File: config.mk
export PLATFORM = sky130hd
export DESIGN_NAME = seg7_scan_mux
export DESIGN_NICKNAME = d
export VERILOG_FILES = /design/src/rtl/seg7_scan_mux.sv
export SDC_FILE = /design/constraint.sdc
export NUM_CORES = 1
export LEC_CHECK = 0
export CELL_PAD_IN_SITES_DETAIL_PLACEMENT = 1
export CELL_PAD_IN_SITES_GLOBAL_PLACEMENT = 1
export CORE_AREA = 2 2 87 89
export CTS_BUF_LIST = sky130_fd_sc_hd__clkbuf_8
export CTS_CLUSTER_SIZE = 12
export DETAILED_ROUTE_END_ITERATION = 6
export DIE_AREA = 0 0 89 91
export GPL_TIMING_DRIVEN = 0
export PLACE_DENSITY = 0.63
export SLEW_MARGIN = 20
export SYNTH_ARGS = -nofsm -noshare
export SYNTH_HDL_FRONTEND = slang
export SYNTH_SLANG_ARGS = --single-unit
File: constraint.sdc
create_clock -name clk -period 3.4 [get_ports clk]
set_input_delay 0.68 -clock clk [delete_from_list [all_inputs] [get_ports clk]]
set_output_delay 0.68 -clock clk [all_outputs]
set_load 0.01 [all_outputs]
File: src/rtl/seg7_scan_mux.sv
// seg7_scan_mux: scans a double-buffered hex value onto an N-digit
// common-anode 7-segment display, advancing one digit per s_clk edge.
//
// Ports:
//   clk       system clock; all logic runs here
//   reset     synchronous, active-low reset
//   s_clk     divided scan clock, sampled as data; each edge is a tick
//   data_in   hex value, nibble i drives digit i (digit 0 = LS nibble)
//   load      1-cycle strobe, captures data_in into staging
//   load_ack  1-cycle pulse when staging is committed to the display
//   an        one-hot digit select, polarity per ANODE_ACTIVE_LOW
//   seg       {g,f,e,d,c,b,a}, polarity per SEG_ACTIVE_LOW
//   dp        decimal point, held inactive
module seg7_scan_mux #(
    parameter int N_DIGITS         = 4,
    parameter bit ANODE_ACTIVE_LOW = 1'b1,
    parameter bit SEG_ACTIVE_LOW   = 1'b1,
    parameter bit BLANK_LEADING    = 1'b1
) (
    input  logic                  clk,
    input  logic                  reset,
    input  logic                  s_clk,
    input  logic [4*N_DIGITS-1:0] data_in,
    input  logic                  load,
    output logic                  load_ack,
    output logic [N_DIGITS-1:0]   an,
    output logic [6:0]            seg,
    output logic                  dp
);

    localparam int IDX_W = (N_DIGITS > 1) ? $clog2(N_DIGITS) : 1;

    localparam logic [IDX_W-1:0]    LAST   = IDX_W'(N_DIGITS - 1);
    localparam logic [N_DIGITS-1:0] AN_ONE = N_DIGITS'(1);
    localparam logic [N_DIGITS-1:0] AN_OFF = {N_DIGITS{ANODE_ACTIVE_LOW}};
    localparam logic [6:0]          SEG_OFF = {7{SEG_ACTIVE_LOW}};

    logic                  s_q;
    logic [IDX_W-1:0]      idx;
    logic [4*N_DIGITS-1:0] staging;
    logic [4*N_DIGITS-1:0] disp;
    logic                  pend;

    logic                  tick;
    logic                  wrap;
    logic                  blank;
    logic [4*N_DIGITS-1:0] upper;
    logic [3:0]            nib;
    logic [N_DIGITS-1:0]   an_sel;
    logic [6:0]            seg_lit;
    logic [N_DIGITS-1:0]   an_nxt;
    logic [6:0]            seg_nxt;

    function automatic logic [6:0] hex7(input logic [3:0] h);
        logic [6:0] p;
        case (h)
            4'h0:    p = 7'b0111111;
            4'h1:    p = 7'b0000110;
            4'h2:    p = 7'b1011011;
            4'h3:    p = 7'b1001111;
            4'h4:    p = 7'b1100110;
            4'h5:    p = 7'b1101101;
            4'h6:    p = 7'b1111101;
            4'h7:    p = 7'b0000111;
            4'h8:    p = 7'b1111111;
            4'h9:    p = 7'b1101111;
            4'hA:    p = 7'b1110111;
            4'hB:    p = 7'b1111100;
            4'hC:    p = 7'b0111001;
            4'hD:    p = 7'b1011110;
            4'hE:    p = 7'b1111001;
            default: p = 7'b1110001;
        endcase
        return p;
    endfunction

    // Each s_clk edge, rising or falling, yields exactly one tick.
    assign tick = s_clk ^ s_q;
    assign wrap = tick && (idx == LAST);

    // Nibbles from the current digit upward; all-zero means this digit
    // is a leading zero.
    assign upper = disp >> {idx, 2'b00};
    assign nib   = disp[{idx, 2'b00} +: 4];
    assign blank = BLANK_LEADING && (idx != '0) && (upper == '0);

    always_comb begin
        an_sel  = blank ? '0 : (AN_ONE << idx);
        seg_lit = blank ? '0 : hex7(nib);
    end

    // XOR with the "off" pattern applies the output polarity.
    assign an_nxt  = an_sel ^ AN_OFF;
    assign seg_nxt = seg_lit ^ SEG_OFF;
    assign dp      = SEG_ACTIVE_LOW;

    always_ff @(posedge clk) begin
        if (!reset) begin
            s_q      <= 1'b0;
            idx      <= '0;
            staging  <= '0;
            disp     <= '0;
            pend     <= 1'b0;
            load_ack <= 1'b0;
            an       <= AN_OFF;
            seg      <= SEG_OFF;
        end else begin
            s_q <= s_clk;
            if (tick) begin
                idx <= wrap ? '0 : idx + 1'b1;
            end
            load_ack <= wrap && pend;
            if (wrap && pend) begin
                disp <= staging;
                pend <= 1'b0;
            end
            // A load in the commit cycle lands in staging after the old
            // staging has moved to disp, and keeps a commit pending.
            if (load) begin
                staging <= data_in;
                pend    <= 1'b1;
            end
            an  <= an_nxt;
            seg <= seg_nxt;
        end
    end

endmodule

==> flow_metrics.py, run 1 <==
metrics = {
    "worst_setup_path": {
        "reg2reg_from": "idx[0]",
        "critPathRequiredTime_ns": 3.61,
        "cp-start-kind": "flip-flop",
        "path_class": "flip-flop to flip-flop",
        "reg2reg_slack_ns": 0.55,
        "path_max_fanout": 10,
        "arrival_ns": 3.06,
        "critPathLaunch": "idx[0]",
        "reg2reg_depth": 9,
        "reg2reg_to": "seg[0]",
        "crit_path_end_kind": "flip-flop",
    },
    "sta": {
        "relSlewSlack": 0.582,
        "max_freq_mhz": 351,
        "finalSetupTns_ns": 0,
        "setup_violations": 0,
        "clock-skew-final_ns": 0.00453,
        "hold_viol": 0,
        "drv_slew": 0,
        "timing.final.crit_share": 0.837,
        "post-route-min-period_ns": 2.85,
        "grt_setup_unrepaired": "false",
        "worst_pin_slew_ns": 0.626,
    },
    "synthesis": {
        "synth_cell_types": 36,
        "ys_seq_area_frac": 0.458,
        "async_reset_ff_frac": 0,
        "synth_flop_cell": "dfxtp_1",
        "netlist_instances": 222,
        "synth-edff-count": 0,
        "synth_nets": 252,
        "syn_area_um2": 2100,
        "ys_seq_elements": 48,
        "ys_warn_count": 0,
        "avgSynthCellArea_um2": 9.46,
    },
    "global_route": {
        "track_usage": 0.126,
        "grt.overflow.total": 0,
        "grt_start_max_net_pins": 14,
        "grt_pass1_wl_um": 7830,
        "antenna_found_initial": 0,
        "grt_pass1_vias": 1678,
    },
    "route": {
        "ant_nets": 0,
        "drt_drc_violations_left": 0,
        "drt_wl_total_um": 4520,
        "via_count": 1612,
        "firstDrtPassIters": 2,
        "drtIter0Drc": 42,
        "vias_per_cell": 4.50,
        "wire_per_inst_um": 12.6,
    },
    "power_and_ir_drop": {
        "power_density_nw_per_um2": 409,
        "irDropWorstVdd_uv": 167,
        "power_leakage_nw": 1.02,
    },
    "run_status": {
        "outcome": "finished, final reports clean",
    },
    "die": {
        "start_util": 0.294,
        "ios": 33,
        "dieArea_um2": 8100,
        "core_area_um2": 7140,
        "die_x_um": 89,
        "placementRows": 31,
        "die_h_um": 91,
    },
    "placed_design": {
        "hpwl_um": 3400,
        "gp_congestion": 0.777,
        "io_buffers": 30,
        "place_inst": 351,
    },
    "clock_tree": {
        "numCtsBuffers": 5,
        "ctsHoldBuffers": 0,
        "ctsResizeCount": 0,
        "cts_max_level": 2,
        "cts_buffer_depth": 2,
        "cts_root_buf": "clkbuf_8",
        "postCtsSetupBuffers": 0,
        "worstSkewPairLatency_ns": 0.30,
        "cts_tree": "yes",
        "clk_pin_slew_ns": 0.09,
        "clock_sinks": 48,
    },
    "finish": {
        "most-common-layout-cells": "dfxtp_1, nand2_1, clkdlybuf4s50_1, nor2_1, a21oi_1",
        "antennaDiodeCount": 0,
        "nets": 289,
        "fillers": 876,
        "final_common_cell": "dfxtp_1",
        "drive_gt1_frac": 0.0927,
        "fin_cells": 358,
        "area_growth_pct": 23.9,
    },
    "min_path": {
        "min_to": "disp[13]",
        "worstHoldStart": "staging[13]",
        "hold_path.class": "flip-flop to flip-flop",
        "holdPathStages": 2,
    },
    "run": {
        "max_cap_violations": 0,
    },
}
==> state kept, by name (all words and copies together) (netlist names) <==
| signal | flops |
|---|---|
| disp | 16 |
| staging | 16 |
| seg | 7 |
| an | 4 |
| idx | 2 |
| load_ack | 1 |
| pend | 1 |
| s_q | 1 |
==> cells by family after synthesis <==
logic type,count (synthesis),synth area share
buffers and inverters,20,0.0495
other,1,0.00179
xor gates and xnor gates,5,0.0209
and+or+nand+nor,84,0.170
AOI/OAI and AO/OA,32,0.103
DFF,48,0.458
adders and majority gates,10,0.0596
muxes,22,0.138
==> cell type report <==
cell class                      count  area (µm²)  share of cell area
Clock inverter                      2        8.76             0.00337
Multi-Input combinational cell    154        1030               0.398
Timing Repair Buffer               30         300               0.115
Buffer                             13        77.6              0.0298
Sequential cell                    48         961               0.369
Inverter                            7        26.3              0.0101
Clock buffer                        5        68.8              0.0265
Tap cell                           99         124              0.0476
==> synth_stat cells, types with 3 or more instances <==
| cell type | number | area share |
|---|---|---|
| dfxtp_1 | 48 | 0.46 |
| clkbuf_1 | 5 | 0.0089 |
| nand3_1 | 5 | 0.012 |
| nand2_1 | 40 | 0.072 |
| inv_1 | 6 | 0.011 |
| buf_4 | 3 | 0.011 |
| a21oi_1 | 21 | 0.050 |
| xor2_1 | 5 | 0.021 |
| mux4_2 | 3 | 0.032 |
| mux2i_1 | 17 | 0.081 |
| nor4_1 | 3 | 0.0089 |
| nor2_1 | 27 | 0.048 |
| ha_1 | 10 | 0.060 |
==> worst max-delay path, cell delays in order (launching register included) <==
cell,delay (ns)
dfxtp_1,0.39
buf_6,0.16
mux4_1,0.68
inv_1,0.19
ha_1,0.22
nor4b_1,0.35
o2111ai_1,0.16
and3_1,0.19
clkbuf_1,0.25
o31ai_1,0.15
==> routing by layer <==
metal,GRT usage,vias up,routed length (µm),share of wire
met5,0,-,0,0
li1,-,818,-,-
met3,0.0327,7,132,0.029
met2,0.207,28,2130,0.47
met1,0.149,759,2140,0.47
met4,0.0609,0,119,0.026
==> through the flow <==
step / util / setup slack (ns) / instance area [µm²] / hold slack, ns / power (mW)
2_1_floorplan: - / 0.978 / 2100 / 0.431 / 0.689
3_3_place_gp: 0.354 / 0.561 / 2520 / 0.446 / 0.753
3_5_place_dp: 0.354 / 0.543 / 2520 / 0.449 / 0.756
4_1_cts: 0.364 / 0.520 / 2600 / 0.462 / 1.08
5_1_grt: 0.364 / 0.299 / 2600 / 0.481 / 1.12
6_report: 0.364 / 0.553 / 2600 / 0.456 / 1.06
==> where the power goes <==
group	total, mW	switching (mW)	internal [mW]
Combinational	0.135	0.0607	0.0741
Sequential	0.605	0.0144	0.590
Clock	0.324	0.186	0.137
==> how the worst max path moves through the flow <==
stage | cells after the start | slack [ns] | end
finish | 9 | 0.55 | seg[0]
global route | 9 | 0.30 | seg[0]
CTS | 9 | 0.52 | seg[0]
detailed placement | 9 | 0.54 | seg[0]
global placement | 9 | 0.56 | seg[0]
floorplan | 9 | 0.98 | seg[2]
(Power assumes the default switching activity.)
==> run 2, diff against run 1 <==
Clock period 3.4 ns to 2.8 ns, I/O delays scaled along.
==> run 2 against run 1 <==
Register-to-register slack worse by 0.25 ns. Utilization is 0.070 points lower. Clock power is 21% higher. Die area stayed put. Worst setup slack worse by 0.25 ns. Critical path type unchanged. Critical path depth is 1 lower. Wire length hardly changed. Largest power group unchanged. Flip-flop and latch count stayed put. Hold slack hardly changed. Sequential share of layout area is 0.071 points higher.
==> flow_metrics.py, run 2 (synthesis results as in run 1) <==
metrics = {
    "worst_setup_path": {
        "path_class": "flip-flop to flip-flop",
        "reg2reg_depth": 8,
        "reg2reg_to": "seg[0]",
        "crit_path_end_kind": "flip-flop",
        "critPathLaunch": "idx[0]",
        "reg2reg_from": "idx[0]",
        "cp-start-kind": "flip-flop",
        "arrival_ns": 2.71,
        "critPathRequiredTime_ns": 3.01,
        "path_max_fanout": 10,
        "crit_end": "seg[0]",
        "reg2reg_slack_ns": 0.31,
    },
    "sta": {
        "relSlewSlack": 0.583,
        "timing.final.crit_share": 0.891,
        "post-route-min-period_ns": 2.49,
        "setup_violations": 0,
        "worst_pin_slew_ns": 0.626,
        "drv_slew": 0,
        "hold_viol": 0,
        "fin_ws_ns": 0.306,
        "grt_setup_unrepaired": "false",
        "max_freq_mhz": 401,
        "clock-skew-final_ns": 0.00350,
        "finalSetupTns_ns": 0,
    },
    "die": {
        "start_util": 0.294,
        "dieArea_um2": 8100,
        "ios": 33,
        "placementRows": 31,
        "core_area_um2": 7140,
        "die_h_um": 91,
        "die_x_um": 89,
    },
    "route": {
        "highest_layer": "met4",
        "drtIter0Drc": 42,
        "ant_nets": 0,
        "drt_wl_total_um": 4520,
        "drt_drc_violations_left": 0,
        "wire_per_inst_um": 12.7,
        "via_count": 1620,
        "route.met2.wl_um": 2110,
        "firstDrtPassIters": 3,
        "m1WireLength_um": 2150,
        "dr_wl_met3_um": 136,
        "vias_per_cell": 4.54,
    },
    "power_and_ir_drop": {
        "p_total_mw": 1.29,
        "power_leakage_nw": 1.01,
        "irDropWorstVdd_uv": 203,
        "power_density_nw_per_um2": 497,
    },
    "global_route": {
        "grt_pass1_vias": 1680,
        "grt.overflow.total": 0,
        "antenna_found_initial": 0,
        "grt_start_max_net_pins": 14,
        "track_usage": 0.125,
        "grt_pass1_wl_um": 7800,
    },
    "run_status": {
        "outcome": "finished, final reports clean",
    },
    "clock_tree": {
        "worstSkewPairLatency_ns": 0.30,
        "cts_buffer_depth": 2,
        "ctsResizeCount": 1,
        "cts_tree": "yes",
        "ctsHoldBuffers": 0,
        "postCtsSetupBuffers": 0,
        "cts_root_buf": "clkbuf_8",
        "clock_sinks": 48,
        "clk_pin_slew_ns": 0.08,
        "numCtsBuffers": 5,
        "cts_max_level": 2,
    },
    "placed_design": {
        "io_buffers": 30,
        "dpl_cell_area_um2": 2520,
        "gp_congestion": 0.777,
        "dp_slack_ns": -0.0571,
        "hpwl_um": 3400,
    },
    "run": {
        "max_cap_violations": 0,
    },
    "finish": {
        "final_common_cell": "dfxtp_1",
        "most-common-layout-cells": "dfxtp_1, nand2_1, clkdlybuf4s50_1, nor2_1, a21oi_1",
        "drive_gt1_frac": 0.105,
        "reg_top3": "disp (16), staging (16), seg (7)",
        "nets": 288,
        "antennaDiodeCount": 0,
        "area_growth_pct": 23.7,
        "fillers": 874,
        "design_area_um2": 2600,
    },
    "min_path": {
        "hold_path.class": "flip-flop to flip-flop",
    },
}
[run 2: area by class of cell]
class / count / area, µm² / share of cell area
plain buffers: 12 / 73.8 / 0.0284
clock inverters: 2 / 8.76 / 0.00337
flip-flops and latches: 48 / 961 / 0.370
repair buffers: 30 / 300 / 0.116
multi-input cells: 154 / 1030 / 0.398
clock buffers: 5 / 68.8 / 0.0265
inverters: 7 / 26.3 / 0.0101
well taps: 99 / 124 / 0.0477
[run 2: worst min-delay path by stage]
| stage | startpoint | to | depth (start not counted) |
|---|---|---|---|
| 6_report | staging[13] | disp[13] | 2 |
| 5_1_grt | disp[0] | disp[0] | 2 |
| 4_1_cts | staging[5] | disp[5] | 2 |
| 3_3_place_gp | staging[1] | disp[1] | 2 |
| 3_5_place_dp | staging[5] | disp[5] | 2 |
| 2_1_floorplan | staging[0] | disp[0] | 2 |
[run 2: critical path, stage by stage (launching register included)]
cell,delay [ns]
dfxtp_1,0.39
buf_6,0.17
mux4_2,0.59
inv_1,0.17
ha_1,0.22
nor4b_2,0.26
o211ai_1,0.13
and3_1,0.35
o31ai_1,0.13
[run 2: per-stage QoR]
step / instances / hold WS (ns) / utilization
2_1_floorplan: 222 / 0.431 / -
3_3_place_gp: 351 / 0.446 / 0.354
3_5_place_dp: 351 / 0.449 / 0.354
4_1_cts: 358 / 0.462 / 0.365
5_1_grt: 357 / 0.488 / 0.364
6_report: 357 / 0.456 / 0.364
[run 2: power by group]
part / total (mW) / internal [mW] / switching [mW]
registers: 0.734 / 0.717 / 0.0175
clock network: 0.392 / 0.167 / 0.226
logic: 0.164 / 0.0903 / 0.0741
total: 1.29 / 0.974 / 0.317
[run 2: per-layer routing]
metal | GRT usage | vias up
met5 | 0 | -
li1 | - | 819
met2 | 0.207 | 27
met4 | 0.0609 | 0
met3 | 0.0327 | 8
met1 | 0.147 | 766
